File: src/rtl/spi_ram_sender.sv
// SPI master (mode 0, MSB first) that streams bytes 0..len-1 of a
// synchronous-read source memory out as one chip-select-framed write burst.
// Byte k of the burst lands at loader address k, so the burst is the image.
module spi_ram_sender #(
  parameter int AW      = 8,  // source address width; bursts up to 2^AW bytes
  parameter int CLK_DIV = 2   // i_clk cycles per SCLK half-period (1..255)
) (
  input  logic          i_clk,
  input  logic          i_rst_n,
  input  logic          i_start,
  input  logic [AW:0]   i_len,
  output logic [AW-1:0] o_mem_raddr,
  output logic          o_mem_ren,
  input  logic [7:0]    i_mem_rdata,
  output logic          o_sclk,
  output logic          o_cs_n,
  output logic          o_mosi,
  output logic          o_busy,
  output logic          o_done
);

  typedef enum logic [2:0] {
    S_IDLE,
    S_FETCH,
    S_LOAD,
    S_LOW,
    S_HIGH,
    S_END
  } state_t;

  state_t        state, state_nx;
  logic [AW:0]   len_q;
  logic [AW-1:0] addr;
  logic [2:0]    bit_cnt;
  logic [7:0]    div_cnt;
  // Only the seven bits still to be sent are kept; bit 7 goes straight to MOSI.
  logic [6:0]    shreg;

  logic sclk_nx, cs_n_nx, mosi_nx, busy_nx, done_nx;
  logic accept, div_last, bit_last, more_bytes;
  logic [AW:0] addr_inc;

  assign accept     = (state == S_IDLE) && i_start && (i_len != '0);
  assign div_last   = (div_cnt == 8'(CLK_DIV - 1));
  assign bit_last   = (bit_cnt == 3'd7);
  assign addr_inc   = {1'b0, addr} + {{AW{1'b0}}, 1'b1};
  // Compared at AW+1 bits so a full 2^AW burst ends before addr could wrap.
  assign more_bytes = (addr_inc < len_q);

  // Read port is decoded directly so data is back for LOAD one cycle later.
  assign o_mem_ren   = (state == S_FETCH);
  assign o_mem_raddr = addr;

  // State register and registered SPI/handshake outputs.
  // NOTE: sequential state uses non-blocking (<=) so every flop samples
  // pre-edge values; blocking here would create order-dependent races.
  always_ff @(posedge i_clk or negedge i_rst_n) begin
    if (!i_rst_n) begin
      state  <= S_IDLE;
      o_sclk <= 1'b0;
      o_cs_n <= 1'b1;
      o_mosi <= 1'b0;
      o_busy <= 1'b0;
      o_done <= 1'b0;
    end else begin
      state  <= state_nx;
      o_sclk <= sclk_nx;
      o_cs_n <= cs_n_nx;
      o_mosi <= mosi_nx;
      o_busy <= busy_nx;
      o_done <= done_nx;
    end
  end

  // Next-state decode: byte loop FETCH->LOAD->(LOW/HIGH)x8, then END.
  always_comb begin
    // NOTE: default first so every path assigns state_nx; no latch inferred.
    state_nx = state;
    unique case (state)
      S_IDLE:  if (accept) state_nx = S_FETCH;
      S_FETCH: state_nx = S_LOAD;
      S_LOAD:  state_nx = S_LOW;
      S_LOW:   if (div_last) state_nx = S_HIGH;
      S_HIGH:
        if (div_last) begin
          if (!bit_last)       state_nx = S_LOW;
          else if (more_bytes) state_nx = S_FETCH;
          else                 state_nx = S_END;
        end
      S_END:   if (div_last) state_nx = S_IDLE;
      default: state_nx = S_IDLE;
    endcase
  end

  // Next values of the registered outputs; MOSI only moves with SCLK low.
  always_comb begin
    sclk_nx = (state_nx == S_HIGH);
    cs_n_nx = o_cs_n;
    mosi_nx = o_mosi;
    busy_nx = o_busy;
    done_nx = 1'b0;
    unique case (state)
      S_IDLE: if (accept) busy_nx = 1'b1;
      S_LOAD: begin
        cs_n_nx = 1'b0;
        mosi_nx = i_mem_rdata[7];
      end
      S_HIGH: if (div_last && !bit_last) mosi_nx = shreg[6];
      S_END:
        if (div_last) begin
          cs_n_nx = 1'b1;
          mosi_nx = 1'b0;
          busy_nx = 1'b0;
          done_nx = 1'b1;
        end
      default: ;
    endcase
  end

  // Datapath: length latch, address/bit/divider counters, shift register.
  always_ff @(posedge i_clk or negedge i_rst_n) begin
    if (!i_rst_n) begin
      len_q   <= '0;
      addr    <= '0;
      bit_cnt <= '0;
      div_cnt <= '0;
      shreg   <= '0;
    end else begin
      unique case (state)
        S_IDLE:
          if (accept) begin
            len_q   <= i_len;
            addr    <= '0;
            bit_cnt <= '0;
          end
        S_LOAD: begin
          shreg   <= i_mem_rdata[6:0];
          bit_cnt <= '0;
          div_cnt <= '0;
        end
        S_LOW, S_END: div_cnt <= div_last ? 8'd0 : div_cnt + 8'd1;
        S_HIGH:
          if (div_last) begin
            div_cnt <= '0;
            if (!bit_last) begin
              shreg   <= {shreg[5:0], 1'b0};
              bit_cnt <= bit_cnt + 3'd1;
            end else if (more_bytes) begin
              addr <= addr_inc[AW-1:0];
            end
          end else begin
            div_cnt <= div_cnt + 8'd1;
          end
        default: ;
      endcase
    end
  end

endmodule

File: config.mk
export PLATFORM = sky130hd
export DESIGN_NAME = spi_ram_sender
export DESIGN_NICKNAME = d
export VERILOG_FILES = /design/src/rtl/spi_ram_sender.sv
export SDC_FILE = /design/constraint.sdc
export NUM_CORES = 1
export LEC_CHECK = 0
export CAP_MARGIN = 10
export CORE_MARGIN = 5
export CORE_UTILIZATION = 55
export CTS_CLUSTER_DIAMETER = 80
export DETAILED_ROUTE_END_ITERATION = 7
export PLACE_DENSITY = 0.89
export SLEW_MARGIN = 20
export SYNTH_ARGS = -nofsm -noshare
export SYNTH_HDL_FRONTEND = slang
export SYNTH_SLANG_ARGS = --single-unit
File: constraint.sdc
create_clock -name i_clk -period 5.15 [get_ports i_clk]
set_clock_uncertainty 0.2 [all_clocks]
set_input_delay 1.03 -clock i_clk [delete_from_list [all_inputs] [get_ports i_clk]]
set_output_delay 1.03 -clock i_clk [all_outputs]
set_load 0.01 [all_outputs]
# After elaboration in Yosys (flattened, before gate mapping)
# Cells that the tools add are included.
# classes
addsub,3
order_cmp,1
eq_ne,15
mux,30
reduce_logical,21
# ops
operator,n
$mux W8,5
$pmux W8 S2,2
$mux W3,9
$pmux W3 S6,1
$mux W7,2
$ne A2 B2 Y1 const B,7
$pmux W7 S2,1
$eq A3 B3 Y1 const B,4
$reduce_bool A2 Y1,5
$add A8 B1 Y9 const B,1
$lt A9 B9 Y1,1
$pmux W3 S3,1
$reduce_and A3 Y1,3
$reduce_bool A9 Y1,1
$add A8 B1 Y8 const B,1
$eq A8 B1 Y1 const B,1
$eq A3 B2 Y1 const B,2
$mux W1,6
$reduce_bool A3 Y1,2
$reduce_and A5 Y1,1
$pmux W1 S2,2
$reduce_and A2 Y1,2
$reduce_and A4 Y1,1
$add A3 B1 Y3 const B,1
6 further kinds,8
# totals
ff_bits,43
input_bits,20
output_inout_bits,14
word_cells,81

# Depth between registers and ports, before layout
# Gate-level depths: netlist of the first run.
# depth
ltp_word,7
ltp_mapped,11
mapped_depth_nobuf,11

# Worst setup path after synthesis of the first run
# OpenSTA, ideal clock, no wires.
# synth_timing
kind,register -> register
start,"register addr[0], in the netlist o_mem_raddr[0]"
end,"register addr[3], in the netlist o_mem_raddr[3]"
setup_ps,120
arrival_time_ps,2699
path_slack_ps,2131
path_stages_with_launch,12
path_buffers,0
synth_period_minus_slack_ps,3019
path_cell_list,dfrtp_1 > ha_1 > nand3_1 > nor2_1 > nor2_1 > or2_2 > ha_1 > a211oi_1 > nor2_1 > nor4_4 > nand2_1 > a31o_2
# synth_between
elab_chain_cells,5
word_cells_on_any_way,8
# synth_lines
element,line,source
start: declaration,33,logic [AW-1:0] addr;
start signal: assignment,149,addr <= addr_inc[AW-1:0];
$add A8 B1 Y9 *,46,"assign addr_inc = {1'b0, addr} + {{AW{1'b0}}, 1'b1};"
"parallel branches: the longest is 4 deep, another holds $lt A9 B9 Y1",n/a,
# Every way passes the cells marked *. The select of a mux whose other input is x is not followed.
# A chain may end at the register's enable or synchronous reset.

# Worst setup path after layout of the first run
# layout_timing
start,input port i_len[4]
end,register len_q[3]
# layout_between
elab_chain_cells,3
# layout_lines
element,line,source
start: declaration,11,"input logic [AW:0] i_len,"
$reduce_bool A9 Y1,43,assign accept = (state == S_IDLE) && i_start && (i_len != '0);
$logic_and A1 B1 Y1,43,
$reduce_and A2 Y1 (no line),n/a,
end signal: assignment,132,len_q <= i_len;
end: declaration,32,logic [AW:0] len_q;
# Every way passes these cells.

==> summary.md, run 1 <==
Post-CTS repair changed the size of 0 cells. Entering global routing, the biggest net connects 44 pins. Compared with the post-synthesis result, the final layout area differs by 17.54%. Input and output buffers added on the ports amount to 33. Die width: 77.08 um.

In the synthesized netlist the dominant register cell turns out to be dfrtp_1. The logs give 0.8114 mW for the internal power summed over all cells and 4 for the first-pass iteration count of the detailed router. The final setup TNS came out at 0 ns.

The logs give 1,942 for the number of global-route vias before repair and 0.002475 mm2 for the area of the mapped netlist. Registers are responsible for 41.5% of the overall power. The tools report the number of design rule violations left after detail routing as 0. The tools report the critical path launch point type as an input pin. Number of synthesized flops with an enable pin: 0.

The tools report the total power after layout as 1.317 mW. The later pin in the worst-skew pair is clocked with a latency of 0.29 ns. For this configuration, the core starts out at a cell density of 56.84%.

Timing would allow up to 293.3 MHz. The area inside the core boundary was 0.004354 mm2; the first-pass GRT wire length was 9.094 mm. TritonCTS built the clock tree. The number of DRC markers in iteration 0 is 88.

For this run, the share of the core covered by cells in the final layout is 66.81%. The endpoint type of the worst setup path is a flop. The via count of the routed design came out at 1,977. Clock tree synthesis found a total of 43 sinks.

For the post-layout instance count excluding filler cells, the log shows 333. During synthesis, Yosys emitted a total of 0 warnings. The static leakage power is 1.307 nW, and the die area is 0.005941 mm2. For the buffer levels on the longest clock path, the log shows 2. The number of different library cells used by synthesis comes to 50. The number of cells on the worst reg-to-reg path is 11. The TritonCTS buffer count is 5, and the reg-to-reg setup timing slack is 1.75 ns. Along the worst path, the maximum fanout reaches 16. Combinational logic burns 40.5% of the power. The final critical path takes up 66.20% of the cycle. The run gives 0.002809 mm2 as the area of placed instances.

Data arrives at the worst endpoint at 3.39 ns. The minimum period implied by the final worst setup slack is 3.409 ns. IR analysis of the VDD net gives a maximum drop of 328.6 uV. Power spread over the standard cell area amounts to 452.6 mW/mm2. Dividing the detail-routed wire length by the instance count gives 15.41 um. Measured along the y axis, the die boundary spans 77.08 um. At the end of routability-driven placement, the weighted congestion stood at 0.8944. The final-report max-slew violation count was 0; the number of core rows was 24.

The startpoint identified for the worst register-to-register timing path is o_mem_raddr[0]$_DFFE_PN0P_. The number of routed nets with antenna violations is 0, and the post-synth net total is 282. Buffers added to address setup during post-CTS repair amount to 0. For the worst setup path, the data required time is 5.13 ns. In the routed layout, each cell is associated on average with a via count of 5.937. During I/O placement, the number of pins put on the boundary was 34. The post-cts hold buffer count is 0, and the number of endpoints failing setup at the final stage is 0. The total count of hold-check failures in the final report was 0; the switching part of the total was 38.38%. The remaining global-route overflow was 0; the post-synthesis average cell area was 9.939 um2. For the H-tree depth, the log shows 2. With fillers left out, the area of the finished cells amounts to 0.002909 mm2. Wire length reported by the detailed router: 5.130 mm.

CTS placed an instance of clkbuf_8 at the clock tree root. In this run the tightest slew margin relative to its limit is 36.26%. The number of cells in the design after placement was 325. The flow ran to the end, and the final reports show no timing, DRC or antenna violations. Synthesis produced 249 cells. Across every metal layer, demand over resource in global routing totals 18.60%. The tools report the sequential element share of the synthesized area as 43.53%. The tools report the end of the worst register-to-register path as o_mem_raddr[4]$_DFFE_PN0P_. In this run, synthesis produced a sequential element count of 43. End of the critical path: len_q[3]$_DFFE_PN0P_. Clock-pin slew reported for the worst setup and hold paths after clock tree synthesis: 0.08 ns. The critical path in this run is classified as input pin to flop.

The tightest min-delay check is of the flop to flop type. The run gives 17.9% as the relative contribution of the clock network to total power. The logs give 0 for the count of max-cap constraint violations and 0 for the initial antenna violation count. The tools report the placed wire-length estimate after detailed placement as 3.683 mm.

Setup repair after global routing left no endpoint under its margin. The run gives 0.5054 mW as the switching power summed over all nets. The share of cells above drive strength 1 works out to 9.964%.

The most critical setup path has its startpoint at i_len[4]. At the pin with the least slew margin, the transition time is 0.9561 ns. The antenna cell count was 0; the post-synthesis async set-or-reset flop share was 100.0%. For this run, the post-layout net count is 313.
cells in the mapped netlist, types with 2 or more instances:
| cell type | count | share of area [%] |
|---|---|---|
| dfrtp_1 | 42 | 42 |
| nor2_1 | 24 | 3.6 |
| inv_1 | 16 | 2.4 |
| o21ai_0 | 16 | 3.2 |
| nand2_1 | 14 | 2.1 |
| ha_1 | 13 | 6.6 |
| a21oi_1 | 12 | 2.4 |
| nand3_1 | 11 | 2.2 |
| mux2i_1 | 9 | 3.6 |
| and3_1 | 8 | 2.0 |
| mux2_2 | 7 | 3.2 |
| clkbuf_1 | 6 | 0.91 |
| nor3_1 | 5 | 1.0 |
| nor2b_1 | 4 | 1.0 |
| o31ai_1 | 4 | 1.2 |
| xnor2_1 | 4 | 1.4 |
| a22o_1 | 3 | 1.1 |
| mux2_1 | 3 | 1.4 |
| nand2b_1 | 3 | 0.76 |
| nand4_1 | 3 | 0.76 |
| o32ai_1 | 3 | 1.1 |
| or2_2 | 3 | 0.76 |
| a211oi_1 | 2 | 0.61 |
| a21boi_0 | 2 | 0.61 |
| a31o_2 | 2 | 0.71 |
| a31oi_1 | 2 | 0.51 |
| o211ai_1 | 2 | 0.61 |
| o21ai_1 | 2 | 0.40 |
| or3_1 | 2 | 0.51 |
| xor2_1 | 2 | 0.71 |
placed cells by master, fill, tap and decap left out, types with 4 or more instances in the layout:
master and count:
dfrtp_1 42, clkdlybuf4s50_1 32, nor2_1 24, inv_1 16, o21ai_0 16, nand2_1 14
ha_1 13, a21oi_1 12, nand3_1 11, mux2i_1 9, and3_1 8, mux2_2 7
clkbuf_8 7, nor3_1 5, xnor2_1 4, nor2b_1 4, o31ai_1 4
worst min path at each step:
stage	start	end	slack (ns)	cells after the start
3_3_place_gp	len_q[1]$_DFFE_PN0P_	len_q[1]$_DFFE_PN0P_	0.28	1
4_1_cts	len_q[2]$_DFFE_PN0P_	len_q[2]$_DFFE_PN0P_	0.31	1
5_1_grt	len_q[2]$_DFFE_PN0P_	len_q[2]$_DFFE_PN0P_	0.33	1
3_5_place_dp	len_q[2]$_DFFE_PN0P_	len_q[2]$_DFFE_PN0P_	0.29	1
2_1_floorplan	len_q[1]$_DFFE_PN0P_	len_q[1]$_DFFE_PN0P_	0.26	1
6_report	len_q[2]$_DFFE_PN0P_	len_q[2]$_DFFE_PN0P_	0.30	1
power groups by stage:
| stage | Clock, mW | Combinational (mW) | Sequential [mW] |
|---|---|---|---|
| 6_report | 0.236 | 0.534 | 0.547 |
| 3_3_place_gp | 0 | 0.511 | 0.548 |
| 5_1_grt | 0.259 | 0.608 | 0.567 |
| 4_1_cts | 0.242 | 0.538 | 0.547 |
| 3_5_place_dp | 0 | 0.532 | 0.553 |
| 2_1_floorplan | 0 | 0.422 | 0.511 |
sequential cells by signal, summed over array words and instances, names as in the netlist:
name	flops
o_mem_raddr	8
o_mosi	1
o_done	1
o_busy	1
bit_cnt	3
shreg	7
len_q	9
o_sclk	1
o_cs_n	1
state	3
div_cnt	8
kinds of logic (layout without fill, tap and decap cells):
group	Yosys count	after routing	synth area share, %
and+or+nand+nor	84	84	18.30
AOI/OAI and AO/OA	58	58	16.28
DFF	43	43	43.53
buffers and inverters	26	58	5.005
muxes	19	19	8.190
adders and majority gates	13	13	6.572
xor gates and xnor gates	6	6	2.123
stage by stage:
stage	hold slack (ns)	setup slack (ns)
CTS	0.3129	1.724
global route	0.3328	1.555
floorplan	0.2642	2.131
detailed placement	0.2938	1.411
global placement	0.2756	1.483
finish	0.3043	1.741
final cells by class:
type                    count  area, um2
inverters                  16      60.06
repair buffers             34      332.8
flip-flops and latches     43       1077
multi-input cells         180       1274
fillers                   359       1445
well taps                  52      65.06
clock buffers               8      100.1
metal layers:
metal  share of wire, %  up-vias  GRT usage [%]
li1                   -      957              -
met1                 45      965          24.14
met2                 49       50          31.24
met3                5.0        5          4.450
met4               0.84        0          4.639
met5                  0        -              0
critical path, stage by stage:
cell             delay, ns
clkdlybuf4s50_1       0.42
or4_4                 0.56
o41ai_4               0.38
or3_1                 0.59
mux2_2                0.41
(Power assumes the default switching activity.)
==> run 2: changes to the inputs <==
--- a/config.mk
+++ b/config.mk
@@ -7,10 +7,10 @@
 export LEC_CHECK = 0
 export CAP_MARGIN = 10
 export CORE_MARGIN = 5
-export CORE_UTILIZATION = 55
+export CORE_UTILIZATION = 49
 export CTS_CLUSTER_DIAMETER = 80
 export DETAILED_ROUTE_END_ITERATION = 7
-export PLACE_DENSITY = 0.89
+export PLACE_DENSITY = 0.84
 export SLEW_MARGIN = 20
 export SYNTH_ARGS = -nofsm -noshare
 export SYNTH_HDL_FRONTEND = slang
==> constraint.sdc (replaced) <==
create_clock -name i_clk -period 3.05 [get_ports i_clk]
set_clock_uncertainty 0.2 [all_clocks]
set_input_delay 0.61 -clock i_clk [delete_from_list [all_inputs] [get_ports i_clk]]
set_output_delay 0.61 -clock i_clk [all_outputs]
set_load 0.01 [all_outputs]
==> summary.md, run 2 (synthesis results as in run 1) <==
The tools report the via count of the routed design as 2,099 (+6.2%). Setup repair after global routing could not meet its margin everywhere. The top cell types in the final layout, fill and taps aside, are dfrtp_1 (42), clkdlybuf4s50_1 (32), nor2_1 (21). The run gives 25 (+4.2%) as the number of core rows.

Walking the worst path, the cells encountered are ha_2 > nand3_2 > nor2_4 > nor2_1 > or2_2 > ha_4 > a211oi_2 > nor2_2 > or4_4 > o21ai_4 > mux2i_1. The buffer and inverter count on the worst path is 0 (-1), and the number of cells in the design after placement is 352 (+8.3%). The tools report the TritonCTS buffer count as 5 (unchanged). The area of placed instances came out at 0.002930 mm2 (+4.3%). Most congested layer reported by global routing: met2. TritonCTS built the clock tree.

The worst setup path is captured at a flop. In this run the critical register-to-register path is captured at o_mem_raddr[0]$_DFFE_PN0P_. The met3 global-route usage was 4.435% (-0.015 points); the peak fanout along the critical path was 3 (-13). The critical-path cell with the highest stage delay is or4_4. Number of global-route vias before repair: 2,097 (+8.0%). For the maximum number of pins on one net before global-route repair, the log shows 44 (unchanged). The count of max-cap constraint violations was 0 (unchanged). Subtracting the final worst setup slack from the clock period gives 3.046 ns. The initial antenna violation count was 0 (unchanged); the reg-to-reg setup timing slack was 0.004 ns (-1.75 ns). The start point of the critical path is o_mem_raddr[1]$_DFFE_PN0P_.

The logs give 0 (unchanged) for the number of routed nets with antenna violations and 9.363 mm (+3.0%) for the first-pass GRT wire length. The logs give 2 (unchanged) for the buffer levels on the longest clock path and 66.62% (-0.19 points) for the end-of-flow core utilization. Number of top-level pins: 34 (unchanged). Global-route usage over all layers: 18.44% (-0.15 points).

The flow ran to the end, and the final reports show no timing, DRC or antenna violations. The logs give 0 (unchanged) for the antenna cell count and 400.2 uV (+22%) for the worst vdd rail ir drop. For the die area, the log shows 0.006572 mm2 (+11%).

The tools report the final setup TNS as 0 ns (unchanged). The critical path arrival was 3.02 ns (-0.37 ns). The share of cells above drive strength 1 works out to 20.33% (+10 points). The met2 global-route usage is 33.42% (+2.2 points).

In the finished design, the share of the clock period the worst path needs comes to 99.86%. The run gives 0 (unchanged) as the total count of hold-check failures in the final report. The transition time at the pin with the least slew margin came out at 0.9509 ns (-0.005208 ns). The first-pass iteration count of the detailed router was 6 (+2).

Derived from the worst setup path, the maximum achievable clock frequency is 328.3 MHz. The weighted congestion reported at the end of routability-driven placement is 0.9098 (+1.7%). The clock-pin slew reported for the worst setup and hold paths after clock tree synthesis was 0.08 ns (about the same); the placement-stage worst setup slack was -0.02159 ns (-1.432 ns). The met1 layer usage reported by global route came out at 20.72% (-3.4 points). The worst setup path is of the flop to flop kind. The tools report the post-cts hold buffer count as 0 (unchanged). For the endpoint required time on the critical path, the log shows 3.02 ns (-2.11 ns). The tools report the critical path launch point type as a flop. The post-layout instance count excluding filler cells came out at 367 (+10%). The y dimension of the die works out to 81.07 um (+5.2%).

The placed wire-length estimate after detailed placement is 3.892 mm (+5.7%). Minimum setup slack in the final design: 0.004245 ns (-1.736 ns). The tools report the number of design rule violations left after detail routing as 0 (unchanged).

The root buffer cell was clkbuf_8. The clock insertion delay at the later pin of the skew report is 0.30 ns (about the same). The tools report the normalized max-slew margin as 36.61% (+0.35 points).

The maximum cell stage delay along the critical path is 0.55 ns (-0.04 ns), and the number of port buffers is 33 (unchanged). The via density per instance came out at 5.719 (-3.7%). The min-delay analysis places its worst path in the category input pin to asynchronous set/reset pin. The tools report the number of DRC markers in iteration 0 as 123 (+40%). Counting flops per register, the top entry is len_q. Number of cells on the worst reg-to-reg path: 11 (unchanged). The library cell used most frequently in the layout, excluding fill and tap cells, is dfrtp_1. For the final-report max-slew violation count, the log shows 0 (unchanged). Grouping stages by cell kind, the critical path spends the most delay in simple AND/OR/NAND/NOR gates. The filler cell count in the final layout was 381 (+6.1%). The worst register-to-register path begins at o_mem_raddr[1]$_DFFE_PN0P_. The number of flip-flops under the largest register name was 9 (unchanged); the signed area change from the synthesized netlist to the final layout was 29.68%. Final instance area: 0.003209 mm2 (+10%). The total power density per cell area is 774.7 mW/mm2 (+71%). The die width was 81.07 um (+5.2%).

The mean routed wirelength per cell is 15.95 um (+3.6%), and the total power after layout is 2.486 mW (+89%). The worst hold slack across all endpoints is 0.2501 ns (-0.05417 ns). The starting density of the core came out at 51.38% (-5.5 points). The sink count of the clock tree is 43 (unchanged), and the number of endpoints failing setup at the final stage is 0 (unchanged). The logs give 0 (unchanged) for the remaining global-route overflow and 1.433 nW (+9.6%) for the static leakage power. The run gives 332 (+6.1%) as the number of nets in the final layout. The run gives 2 (unchanged) as the H-tree depth.

The wire length reported by the detailed router was 5.855 mm (+14%); the count of cell instances traversed by the critical path was 11 (+6). The area inside the core boundary came out at 0.004817 mm2 (+11%).
[run 2: worst max-delay path by stage]
stage	endpoint	slack, ns
6_report	o_mem_raddr[0]$_DFFE_PN0P_	0.004
5_1_grt	o_mem_raddr[0]$_DFFE_PN0P_	-0.13
2_1_floorplan	o_mem_raddr[3]$_DFFE_PN0P_	0.03
3_3_place_gp	len_q[6]$_DFFE_PN0P_	0.06
3_5_place_dp	o_mem_raddr[4]$_DFFE_PN0P_	-0.02
4_1_cts	o_mem_raddr[4]$_DFFE_PN0P_	0.01
[run 2: metal layers]
layer / part of all wire [%] / wire, um
met1: 41 / 2405
met2: 51 / 3010
met3: 4.8 / 282
met4: 2.7 / 156
met5: 0 / 0
[run 2: where the power goes]
group	switching, mW	leakage (nW)	internal (mW)
Sequential	0.168	0.540	0.749
Combinational	0.557	0.827	0.483
Clock	0.202	0.0654	0.327
Total	0.926	1.43	1.56
[run 2: area by class of cell]
cell class              count  area [um2]  share of cell area (%)
multi-input cells         180        1364                   42.50
clock buffers               6       72.57                   2.261
flip-flops and latches     43        1077                   33.57
inverters                  16       60.06                   1.871
repair buffers             53       491.7                   15.32
clock inverters             2       60.06                   1.871
well taps                  67       83.83                   2.612
[run 2: what timing repair did]
| action | 4_1_cts | 5_1_grt |
|---|---|---|
| pin swaps | 1 | 7 |
| setup endpoints to repair | 6 | 8 |
| gates resized for setup | 3 | 15 |
| setup buffers | 2 | 5 |
